**src/rtl/cond_seq_pkg.sv**
```systemverilog
// Shared types and constants for the branch-sequencing controller:
// FSM state encoding and the branch codes reported on the branch output.
package cond_seq_pkg;

    typedef enum logic [1:0] {
        ST_IDLE = 2'd0,
        ST_EVAL = 2'd1,
        ST_DONE = 2'd2
    } state_t;

    localparam logic [1:0] BR_NONE = 2'd0;
    localparam logic [1:0] BR_IF   = 2'd1;
    localparam logic [1:0] BR_ELIF = 2'd2;
    localparam logic [1:0] BR_ELSE = 2'd3;

endpackage : cond_seq_pkg

```
**src/rtl/cond_branch_eval.sv**
```systemverilog
// Combinational if / else-if / else rule on the (out0,out1) pair; also
// flags when the rule leaves the pair unchanged (fixed point).
module cond_branch_eval
    import cond_seq_pkg::*;
(
    input  logic       cur0,
    input  logic       cur1,
    output logic       nxt0,
    output logic       nxt1,
    output logic [1:0] br,
    output logic       same
);

    always_comb begin
        // NOTE: every output gets a default before the branches so no path
        // leaves one unassigned, which would otherwise infer a latch.
        nxt0 = 1'b0;
        nxt1 = 1'b0;
        br   = BR_ELSE;
        if (cur0 && !cur1) begin
            nxt0 = 1'b1;
            nxt1 = 1'b1;
            br   = BR_IF;
        end else if (!cur0 && cur1) begin
            nxt0 = ~cur1;
            nxt1 = cur1;
            br   = BR_ELIF;
        end else begin
            nxt0 = 1'b0;
            nxt1 = 1'b0;
            br   = BR_ELSE;
        end
        same = (nxt0 == cur0) && (nxt1 == cur1);
    end

endmodule : cond_branch_eval

```
**src/rtl/cond_stmt_sequencer.sv**
```systemverilog
// Sequencer that loads an initial pair, applies the branch rule once per
// cycle until MAX_ITER or a fixed point, then holds the result until ack.
module cond_stmt_sequencer
    import cond_seq_pkg::*;
#(
    parameter int MAX_ITER   = 4,
    parameter int CNT_W      = 3,
    parameter bit EARLY_EXIT = 1'b1
) (
    input  logic             clk,
    input  logic             rst,
    input  logic             start,
    input  logic             init0,
    input  logic             init1,
    input  logic             ack,
    output logic             out0,
    output logic             out1,
    output logic [1:0]       branch,
    output logic [CNT_W-1:0] iter_cnt,
    output logic             busy,
    output logic             done
);

    if (MAX_ITER < 1 || (64'd1 << CNT_W) <= 64'(MAX_ITER)) begin : g_bad_param
        $error("cond_stmt_sequencer: need MAX_ITER >= 1 and 2**CNT_W > MAX_ITER");
    end

    state_t           r_state;
    state_t           w_state_nxt;
    logic             r_out0;
    logic             r_out1;
    logic [1:0]       r_branch;
    logic [CNT_W-1:0] r_iter_cnt;

    logic             w_nxt0;
    logic             w_nxt1;
    logic [1:0]       w_br;
    logic             w_same;
    logic [CNT_W-1:0] w_cnt_inc;
    logic             w_last;
    logic             w_fixed;
    logic             w_busy;
    logic             w_done;

    cond_branch_eval u_eval (
        .cur0 (r_out0),
        .cur1 (r_out1),
        .nxt0 (w_nxt0),
        .nxt1 (w_nxt1),
        .br   (w_br),
        .same (w_same)
    );

    // Termination looks at the count and pair this evaluation produces.
    assign w_cnt_inc = r_iter_cnt + CNT_W'(1);
    assign w_last    = (w_cnt_inc == CNT_W'(MAX_ITER));
    assign w_fixed   = EARLY_EXIT && w_same;

    always_ff @(posedge clk) begin
        // NOTE: state registers use non-blocking assignment so every flop
        // samples pre-edge values regardless of statement order.
        if (rst) r_state <= ST_IDLE;
        else     r_state <= w_state_nxt;
    end

    always_comb begin
        w_state_nxt = r_state;
        w_busy      = 1'b0;
        w_done      = 1'b0;
        unique case (r_state)
            ST_IDLE: begin
                if (start) w_state_nxt = ST_EVAL;
            end
            ST_EVAL: begin
                w_busy = 1'b1;
                if (w_last || w_fixed) w_state_nxt = ST_DONE;
            end
            ST_DONE: begin
                w_done = 1'b1;
                if (ack) w_state_nxt = ST_IDLE;
            end
            default: w_state_nxt = ST_IDLE;
        endcase
    end

    // Datapath only moves on a start in IDLE or on an EVAL cycle.
    always_ff @(posedge clk) begin
        if (rst) begin
            r_out0     <= 1'b0;
            r_out1     <= 1'b0;
            r_branch   <= BR_NONE;
            r_iter_cnt <= '0;
        end else begin
            unique case (r_state)
                ST_IDLE: begin
                    if (start) begin
                        r_out0     <= init0;
                        r_out1     <= init1;
                        r_branch   <= BR_NONE;
                        r_iter_cnt <= '0;
                    end
                end
                ST_EVAL: begin
                    r_out0     <= w_nxt0;
                    r_out1     <= w_nxt1;
                    r_branch   <= w_br;
                    r_iter_cnt <= w_cnt_inc;
                end
                default: ;
            endcase
        end
    end

    assign out0     = r_out0;
    assign out1     = r_out1;
    assign branch   = r_branch;
    assign iter_cnt = r_iter_cnt;
    assign busy     = w_busy;
    assign done     = w_done;

endmodule : cond_stmt_sequencer

```
**config.mk**
```make
export PLATFORM = sky130hd
export DESIGN_NAME = cond_stmt_sequencer
export DESIGN_NICKNAME = d
export VERILOG_FILES = /design/src/rtl/cond_seq_pkg.sv /design/src/rtl/cond_branch_eval.sv /design/src/rtl/cond_stmt_sequencer.sv
export SDC_FILE = /design/constraint.sdc
export NUM_CORES = 1
export LEC_CHECK = 0
export CAP_MARGIN = 20
export CORE_MARGIN = 2
export CORE_UTILIZATION = 40
export DETAILED_ROUTE_END_ITERATION = 6
export HOLD_SLACK_MARGIN = 0.05
export PLACE_DENSITY = 0.72
export SLEW_MARGIN = 10
export SYNTH_ARGS = -nofsm -noshare
export SYNTH_HDL_FRONTEND = slang
export SYNTH_SLANG_ARGS = --single-unit
```
**constraint.sdc**
```tcl
create_clock -name clk -period 1.3 [get_ports clk]
set_input_delay 0.13 -clock clk [delete_from_list [all_inputs] [get_ports clk]]
set_output_delay 0.13 -clock clk [all_outputs]
set_load 0.01 [all_outputs]
```
==> implementation parameters, run 1 <==
Parameter                              Value

STA
  Max-slew headroom at the worst pin ... 79.3%
  Final max-slew violation count ... 0
  Achievable frequency ... 0.797 GHz
  Slack of the critical path ... 0.0456 ns
  Worst-Margin Slew ... 0.306 ns
  Worst setup skew after layout ... 0.00105 ns
  Share of the clock period used by the worst path ... 96.5%
  Final count of negative-setup-slack endpoints ... 0
  Final-report hold violation count ... 0
  Time the final worst path needs with I/O delays and setup ... 1.25 ns

Yosys
  Sequential share of the synthesized area ... 34.0%
  Synthesized flop and latch total ... 9
  Number of distinct library cells after synthesis ... 26
  Simple-gate share of the synthesized area ... 18.2%
  Asr flop ratio synth ... 0%
  Mapped Area ... 529 sq um
  Predominant post-synthesis flop cell ... sky130_fd_sc_hd__dfxtp_1
  Post-synthesis xor/xnor area fraction ... 3.31%
  Top post-synthesis cells by area ... sky130_fd_sc_hd__dfxtp_1 (34%), sky130_fd_sc_hd__ha_1 (14%), sky130_fd_sc_hd__nor2_1 (6.4%)
  Number of warnings reported in the yosys synthesis log ... 0
  Yosys top cell area share ... 34.0%
  Number of instances in the synthesized netlist ... 57
  Mean instance size in the synthesized netlist ... 9.29 sq um
  Combinational family with the most area after synthesis ... compound AO/OA/AOI/OAI gates
  Post-synthesis cell type with the largest combined area ... sky130_fd_sc_hd__dfxtp_1
  Leading post-synthesis cells by instance count ... sky130_fd_sc_hd__dfxtp_1 (9), sky130_fd_sc_hd__nor2_1 (9), sky130_fd_sc_hd__ha_1 (6), sky130_fd_sc_hd__a21oi_1 (4), sky130_fd_sc_hd__inv_1 (3)
  Post-synthesis mux area share ... 1.89%
  Synth Area in Compound Gates ... 22.2%
  Post-synthesis share of cell area spent on full adders, half adders and majority gates ... 14.2%
  Count of flip-flops with a built-in enable after synthesis ... 0
  Syn Nets ... 69

Clocking
  H-tree Lvls ... 1
  Longest Clk Path Bufs ... 2
  Total clock buffers created by CTS ... 3
  Clock latency at the later pin of the worst-skew pair ... 0.26 ns
  CTS clk-pin slew, worst paths ... 0.06 ns
  Clock net sink count ... 9
  Buffer type at the clock tree root ... sky130_fd_sc_hd__clkbuf_4
  TritonCTS clock tree ... yes
  Cts-stage hold buffer count ... 0

Critical path
  Slowest cell delay on critical path ... 0.34 ns
  Crit end category ... register
  Setup CP Type ... register to register
  Crit path launch ... out0
  Launch instance of the worst register-to-register path ... out0
  List of cells traversed by the critical path ... inv_1 -> ha_4 -> xor2_2 -> a22oi_1 -> a31o_1
  CP max stage cell ... sky130_fd_sc_hd__dfxtp_4
  Critical path peak fanout ... 2
  Critical Path AT ... 1.41 ns
  Data required time at the worst endpoint ... 1.46 ns
  Element type at the critical path start ... register

Floorplan
  Initial cell density of the core ... 41.7%
  Num rows ... 13
  Number of top-level pins ... 15
  Std-Cell Core Area ... 1270 sq um
  Vertical extent of the die ... 40.4 microns
  Horizontal extent of the die ... 40.4 microns
  Die area ... 1630 sq um

Cells and area
  # fillers ... 122
  Register Area ... 186 sq um
  Post-layout net count ... 92
  Cell Count, Final, Fillers Out ... 94
  Final Cell Area ... 767 sq um
  Syn-to-layout area delta ... 44.9%
  Number of inserted diodes ... 0
  Share of cells above drive strength 1 ... 25.3%
  Multi-input gate area in the final layout ... 339 sq um

Global route
  Total congestion overflow after global routing ... 0
  Wire length of the first global-routing pass ... 1900 microns
  Largest net degree at the start of global routing ... 9
  Vias in the first global route ... 469
  Initial antenna violation count ... 0
  Total track usage ... 17.8%

Power and ir drop
  Cell Pwr Density ... 1470 nW/um^2
  Peak VDD IR ... 0.000693 V
  Final Power ... 1.12 mW
  Leakage ... 0.374 nW

Placement
  Weighted congestion at the end of routability-driven global placement ... 0.850
  Placed Cells incl. Taps ... 90
  Detailed-placement wirelength estimate ... 874 microns
  Dpl ws ... 0.0189 ns
  Port Buf Inserts ... 14
  Placed Instance Area ... 722 sq um

Worst hold path
  Hold path startpoint ... branch[1]
  Worst min-delay path class ... register to register

Run
  Maxcap violations ... 0

Drt
  Drt drc ... 0
  Detailed Route WL ... 1230 microns
  Routed length on met1 ... 520 microns
  Overall via count from detail_route ... 500
  Detailed-router iteration count before antenna repair ... 3
  Post-route antenna net violation count ... 0
  Initial DRC count ... 9
  Via-per-instance ratio ... 5.32
  Total met2 wirelength after detailed routing ... 635 microns
  Topmost layer with routed signal wires ... met4
  Avg WL per Cell ... 13.1 microns
  Met3 WL post-DR ... 56 microns

Outcome
  Run status ... completed
## final cells by class
cell class                      count  share of cell area, %
Timing Repair Buffer               20                   23.3
Sequential cell                     9                   24.3
Clock buffer                        4                   3.43
Tap cell                           15                   2.45
Multi-Input combinational cell     42                   44.2
Inverter                            4                   2.28
## power by group
part | leakage, nW | switching, mW | internal [mW]
clock network | 0.0150 | 0.104 | 0.119
logic | 0.284 | 0.259 | 0.273
registers | 0.0752 | 0.0376 | 0.332
## placed cells by master, fill, tap and decap left out, types with 2 or more instances in the layout
cell,netlist,routed
sky130_fd_sc_hd__nor2b_1,2,2
sky130_fd_sc_hd__dfxtp_1,9,6
sky130_fd_sc_hd__dfxtp_2,0,2
sky130_fd_sc_hd__a22oi_1,2,2
sky130_fd_sc_hd__ha_1,6,4
sky130_fd_sc_hd__buf_4,0,6
sky130_fd_sc_hd__a21oi_1,4,4
sky130_fd_sc_hd__nand3_1,2,2
sky130_fd_sc_hd__clkdlybuf4s50_1,0,6
sky130_fd_sc_hd__dlygate4sd2_1,0,7
sky130_fd_sc_hd__nor2_1,9,9
sky130_fd_sc_hd__a2bb2oi_1,2,2
sky130_fd_sc_hd__inv_1,3,3
sky130_fd_sc_hd__clkbuf_4,0,3
## routing by layer
| layer | vias to the layer above | global-route usage, % |
|---|---|---|
| met5 | - | 0 |
| met4 | 0 | 7.50 |
| met3 | 3 | 3.33 |
| li1 | 244 | - |
| met2 | 15 | 32.5 |
| met1 | 238 | 19.7 |
## timing repair
action,in CTS,in global routing
resized for setup,8,5
pin swaps,0,1
gates cloned,0,0
buffers inserted,0,0
endpoints found under the setup margin,7,3
hold endpoints to repair,0,0
## sequential cells by signal, summed over array words and instances (netlist names)
| name | flops |
|---|---|
| out0 | 1 |
| r_state | 2 |
| out1 | 1 |
| branch | 2 |
| iter_cnt | 3 |
## cell families after synthesis
logic type / Yosys count
simple gates: 18
compound gates: 15
flops: 9
buf+inv: 6
fa+ha+maj: 6
xor+xnor: 2
mux: 1
## per-stage QoR
stage / utilization (%) / setup TNS [ns] / hold WS [ns]
after floorplan: - / 0 / 0.321
after global placement: 56.9 / 0 / 0.472
after detailed placement: 56.9 / 0 / 0.482
after CTS: 58.4 / 0 / 0.497
after global routing: 60.5 / -0.00475 / 0.537
final: 60.5 / 0 / 0.492
## critical path, delay by kind of cell, from the launching register on
| kind | cells | cell delay, ns |
|---|---|---|
| AOI/OAI and AO/OA | 2 | 0.28 |
| xor gates and xnor gates | 1 | 0.17 |
| adders and majority gates | 1 | 0.23 |
| buffers and inverters | 1 | 0.12 |
| DFF | 1 | 0.34 |
## worst paths after layout
path | endpoint | slack, ns | cells after the start
worst max-delay path | r_state[0] | 0.05 | 5
worst min-delay path | branch[1] | 0.49 | 2
worst max register to register | r_state[0] | 0.05 | 5
worst min register to register | branch[1] | 0.49 | 2
Power figures use the tool's default switching activity.
==> run 2, diff against run 1 <==
- CORE_AREA: not set -> 2 2 39 41
- CORE_MARGIN: 2 -> not set
- CORE_UTILIZATION: 40 -> not set
- DIE_AREA: not set -> 0 0 41 43
- PLACE_DENSITY: 0.72 -> 0.68
- SLEW_MARGIN: 10 -> not set
- clock period: 1.3 -> 1.4 ns (I/O delays scaled with it)
==> run 2 against run 1 <==
Compared with the run above:
- critical endpoint is now out1
- final cell count did not move
- combinational power fell by 19%
- routed wire length fell by 12%
- clock power fell by 7%
- non-clock buffer count fell by 1
- critical path depth fell by 4
- flip-flop and latch count did not move
- clock skew rose by 0.0077 ns
==> implementation parameters, run 2 (synthesis gave the netlist of run 1 again) <==
Parameter                              Value

Critical path
  Crit end category ... primary output
  Crit path launch ... out1
  Crit path max-delay family ... buffers and inverters
  Data required time at the worst endpoint ... 1.26 ns
  Setup CP Type ... register to primary output
  Logic depth of the worst path, buffers included ... 1
  Slowest cell delay on critical path ... 0.55 ns
  Critical path peak fanout ... 6
  List of cells traversed by the critical path ... clkdlybuf4s50_1
  Launch instance of the worst register-to-register path ... out0
  R2R depth ... 5
  Sum of buffers and inverters on the critical path ... 1
  Critical Path AT ... 1.20 ns
  Element type at the critical path start ... register
  CP max stage cell ... sky130_fd_sc_hd__clkdlybuf4s50_1

Drt
  Via-per-instance ratio ... 4.91
  Overall via count from detail_route ... 462
  Drt drc ... 0
  Topmost layer with routed signal wires ... met4
  Avg WL per Cell ... 11.6 microns
  Met3 WL post-DR ... 38 microns
  Routed length on met1 ... 525 microns
  Total met2 wirelength after detailed routing ... 489 microns
  Post-route antenna net violation count ... 0
  Initial DRC count ... 5
  Detailed-router iteration count before antenna repair ... 4
  Detailed Route WL ... 1090 microns

Clocking
  CTS clk-pin slew, worst paths ... 0.06 ns
  Clock latency at the later pin of the worst-skew pair ... 0.27 ns
  TritonCTS clock tree ... yes
  Clock net sink count ... 9
  H-tree Lvls ... 1
  Total clock buffers created by CTS ... 3
  Post-CTS setup buffer count ... 0
  Longest Clk Path Bufs ... 2
  Buffer type at the clock tree root ... sky130_fd_sc_hd__clkbuf_4

Power and ir drop
  Switch share ... 34.7%
  Peak VDD IR ... 0.000608 V
  Switching Power ... 0.342 mW
  Fraction of power consumed by sequential logic ... 35.4%
  Internal portion of total power ... 0.642 mW
  Cell Pwr Density ... 1330 nW/um^2
  Leakage ... 0.378 nW
  Comb pwr share ... 43.7%
  Part of the total power dissipated in the clock network ... 21.0%
  Final Power ... 0.984 mW

Global route
  Initial antenna violation count ... 0
  Vias in the first global route ... 416
  Largest net degree at the start of global routing ... 9
  Total congestion overflow after global routing ... 0
  Total track usage ... 15.7%
  Wire length of the first global-routing pass ... 1750 microns

Worst hold path
  Hold path startpoint ... iter_cnt[2]
  Cells on Worst Hold Path ... 2
  Worst min-delay path class ... register to register

STA
  Time the final worst path needs with I/O delays and setup ... 1.34 ns
  Max-slew headroom at the worst pin ... 79.3%
  Share of the clock period used by the worst path ... 95.9%
  Achievable frequency ... 0.745 GHz
  Final setup TNS ... 0 ns
  Unrepaired setup endpoints after global routing ... no
  Worst-Margin Slew ... 0.310 ns
  Final-report hold violation count ... 0
  Worst setup skew after layout ... 0.00878 ns
  Final max-slew violation count ... 0
  Slack of the critical path ... 0.0581 ns
  Final count of negative-setup-slack endpoints ... 0
  Hold slack ... 0.502 ns

Cells and area
  # fillers ... 141
  Max FFs per register ... 3
  Post-layout net count ... 91
  Leading cell type in the layout, fill and taps excluded ... sky130_fd_sc_hd__nor2_1
  Utilization of the core after routing ... 53.5%
  Share of cells above drive strength 1 ... 19.2%
  Number of inserted diodes ... 0
  Syn-to-layout area delta ... 40.0%
  Most frequent cells in the layout ... sky130_fd_sc_hd__nor2_1 (9), sky130_fd_sc_hd__clkdlybuf4s50_1 (8), sky130_fd_sc_hd__dfxtp_1 (7)

Floorplan
  Std-Cell Core Area ... 1380 sq um
  Vertical extent of the die ... 43 microns
  Initial cell density of the core ... 38.2%
  Num rows ... 14
  Number of top-level pins ... 15
  Horizontal extent of the die ... 41 microns
  Die area ... 1760 sq um

Placement
  Dpl ws ... 0.104 ns
  Detailed-placement wirelength estimate ... 853 microns
  Weighted congestion at the end of routability-driven global placement ... 0.822
  Port Buf Inserts ... 14

Run
  Maxcap violations ... 0

Outcome
  Run status ... completed
run 2: path summary, 6_finish.rpt:
check | to | slack [ns]
setup / recovery | out1 | 0.06
hold / removal | iter_cnt[2] | 0.50
setup reg to reg | r_state[0] | 0.11
hold reg to reg | iter_cnt[2] | 0.50
run 2: per-stage QoR:
stage / instances / area, sq um
after CTS: 94 / 736
after floorplan: 57 / 529
final: 94 / 741
after global routing: 94 / 741
after global placement: 90 / 712
after detailed placement: 90 / 712
run 2: area by class of cell:
class,instances,area (sq um),area share (%)
flip-flops and latches,9,183,24.7
multi-input cells,42,317,42.7
clock buffers,4,26.3,3.55
inverters,4,17.5,2.36
repair buffers,19,178,24.0
well taps,16,20.0,2.70
run 2: timing repair:
| action | CTS | global route |
|---|---|---|
| endpoints found under the setup margin | 5 | 2 |
| hold buffers | 0 | 0 |
| gates resized for setup | 6 | 2 |
| endpoints found under the hold margin | 0 | 0 |
run 2: power groups by stage:
| stage | logic [mW] | registers, mW | clock network [mW] |
|---|---|---|---|
| global route | 0.480 | 0.353 | 0.225 |
| floorplan | 0.247 | 0.375 | 0 |
| detailed placement | 0.451 | 0.350 | 0 |
| global placement | 0.450 | 0.348 | 0 |
| CTS | 0.435 | 0.348 | 0.217 |
| finish | 0.430 | 0.348 | 0.206 |
run 2: per-layer routing:
| layer | up-vias | GRT usage (%) |
|---|---|---|
| met2 | 9 | 20.0 |
| met4 | 0 | 16.0 |
| li1 | 244 | - |
| met3 | 4 | 3.14 |
| met1 | 205 | 20.1 |
| met5 | - | 0 |
==> run 3, diff against run 2 <==
- DONT_BUFFER_PORTS: not set -> 1
- PLACE_DENSITY: 0.68 -> not set
- RECOVER_POWER: not set -> 100
==> run 3 against run 2 <==
Compared with the run above:
- non-clock buffer count decreased by 12
- power decreased by 12%
- critical path depth increased by 4
- sequential power about the same
==> implementation parameters, run 3 (synthesis gave the netlist of run 1 again) <==
Parameter                              Value

Critical path
  Crit end category ... register
  Critical path peak fanout ... 2
  Data required time at the worst endpoint ... 1.56 ns
  R2R depth ... 5
  Critical Path AT ... 1.43 ns
  Setup CP Type ... register to register
  Element type at the critical path start ... register

Clocking
  Post-cts resize count ... 0
  Buffer type at the clock tree root ... sky130_fd_sc_hd__clkbuf_4
  Total clock buffers created by CTS ... 3
  Longest Clk Path Bufs ... 2
  CTS clk-pin slew, worst paths ... 0.06 ns
  Clock net sink count ... 9
  Clock latency at the later pin of the worst-skew pair ... 0.26 ns
  TritonCTS clock tree ... yes
  H-tree Lvls ... 1

Global route
  Initial antenna violation count ... 0
  Largest net degree at the start of global routing ... 9
  Top Usage Layer GRT ... met2
  Met3 routing resource usage after global routing ... 6.81%
  Total congestion overflow after global routing ... 0
  Total track usage ... 15.9%
  Wire length of the first global-routing pass ... 1880 microns
  Vias in the first global route ... 437
  Met2 Usage GRT ... 22.8%
  GR met1 Demand/Resource ... 19.6%

STA
  Share of the clock period used by the worst path ... 91.0%
  Time the final worst path needs with I/O delays and setup ... 1.27 ns
  Final-report hold violation count ... 0
  Unrepaired setup endpoints after global routing ... no
  Worst-Margin Slew ... 0.384 ns
  Achievable frequency ... 0.785 GHz
  Final count of negative-setup-slack endpoints ... 0
  Max-slew headroom at the worst pin ... 74.4%
  Final setup TNS ... 0 ns
  Worst setup skew after layout ... 0.000617 ns
  Final max-slew violation count ... 0

Power and ir drop
  Leakage ... 0.263 nW
  Peak VDD IR ... 0.000662 V
  Cell Pwr Density ... 1480 nW/um^2

Outcome
  Run status ... completed

Drt
  Initial DRC count ... 9
  Detailed-router iteration count before antenna repair ... 4
  Detailed Route WL ... 1090 microns
  Avg WL per Cell ... 13.3 microns
  Post-route antenna net violation count ... 0
  Overall via count from detail_route ... 429
  Drt drc ... 0
  Via-per-instance ratio ... 5.23

Floorplan
  Vertical extent of the die ... 43 microns
  Std-Cell Core Area ... 1380 sq um
  Initial cell density of the core ... 38.2%
  Num rows ... 14
  Die area ... 1760 sq um
  Horizontal extent of the die ... 41 microns
  Number of top-level pins ... 15

Worst hold path
  Worst min-delay path class ... primary input to register
  Cells on Worst Hold Path ... 2

Placement
  Weighted congestion at the end of routability-driven global placement ... 0.738
  Port Buf Inserts ... 0
  Placed Cells incl. Taps ... 77
  Placed Instance Area ... 579 sq um
  Detailed-placement wirelength estimate ... 808 microns

Cells and area
  # fillers ... 153
  Max FFs per register ... 3
  Share of cells above drive strength 1 ... 10.6%
  Syn-to-layout area delta ... 11.1%
  Post-layout net count ... 79
  Cell Count, Final, Fillers Out ... 82
  Most frequent cells in the layout ... sky130_fd_sc_hd__nor2_1 (9), sky130_fd_sc_hd__dfxtp_1 (9), sky130_fd_sc_hd__ha_1 (6)
  Number of inserted diodes ... 0
  Final Cell Area ... 588 sq um
  Utilization of the core after routing ... 42.5%

Run
  Maxcap violations ... 0
[run 3: changes by cell type in the layout (fill, tap and decap cells not counted)]
cell,before,now
sky130_fd_sc_hd__dlygate4sd3_1,0,1
sky130_fd_sc_hd__dlygate4sd2_1,4,0
sky130_fd_sc_hd__dfxtp_2,2,0
sky130_fd_sc_hd__buf_4,5,2
sky130_fd_sc_hd__o21bai_1,0,1
sky130_fd_sc_hd__clkdlybuf4s50_1,8,0
sky130_fd_sc_hd__inv_1,3,4
sky130_fd_sc_hd__a221oi_1,0,1
sky130_fd_sc_hd__inv_4,1,0
sky130_fd_sc_hd__clkbuf_1,1,5
sky130_fd_sc_hd__a221oi_2,1,0
sky130_fd_sc_hd__o21bai_2,1,0
sky130_fd_sc_hd__dfxtp_1,7,9
sky130_fd_sc_hd__dlymetal6s2s_1,2,0
[run 3: per-stage QoR]
step	power, mW	hold WS (ns)	setup WS (ns)
detailed placement	0.711	0.216	0.106
finish	0.871	0.0756	0.126
floorplan	0.622	0.331	0.00421
global placement	0.705	0.212	0.148
CTS	0.921	0.0799	0.0921
global route	0.948	0.0862	0.0476
[run 3: what timing repair did]
action	CTS	global route
endpoints found under the hold margin	8	0
setup buffers	0	0
hold buffers	1	0
endpoints found under the setup margin	0	0
[run 3: layer usage]
layer | up-vias | wire length, microns | share of wire [%]
met5 | - | 0 | 0
met4 | 0 | 25 | 2.3
met3 | 4 | 81 | 7.4
met2 | 12 | 502 | 46
met1 | 194 | 477 | 44
li1 | 219 | - | -
[run 3: power by group]
group          switching, mW  total, mW  internal [mW]  leakage (nW)
combinational          0.175      0.316          0.142         0.174
clock                 0.0931      0.203          0.110        0.0150
sequential            0.0484      0.351          0.303        0.0738
[run 3: area by class of cell]
type,instances,area [sq um],area share (%)
Clock buffer,4,26.3,4.47
Inverter,4,15.0,2.55
Multi-Input combinational cell,42,307,52.1
Sequential cell,9,180,30.6
Tap cell,16,20.0,3.40
Timing Repair Buffer,7,40.0,6.81
[run 3: final timing paths]
path                                 from  slack, ns         end
worst max-delay path                 out0       0.13  r_state[0]
worst min-delay path                  ack       0.08  r_state[1]
worst max register to register       out0       0.13  r_state[0]
worst min register to register  branch[1]       0.56   branch[1]
[run 3: worst max-delay path, stage by stage, from the launching register on]
cell                      delay [ns]
sky130_fd_sc_hd__dfxtp_1        0.33
sky130_fd_sc_hd__inv_1          0.05
sky130_fd_sc_hd__ha_1           0.32
sky130_fd_sc_hd__xor2_1         0.18
sky130_fd_sc_hd__a22oi_1        0.09
sky130_fd_sc_hd__a31o_1         0.21
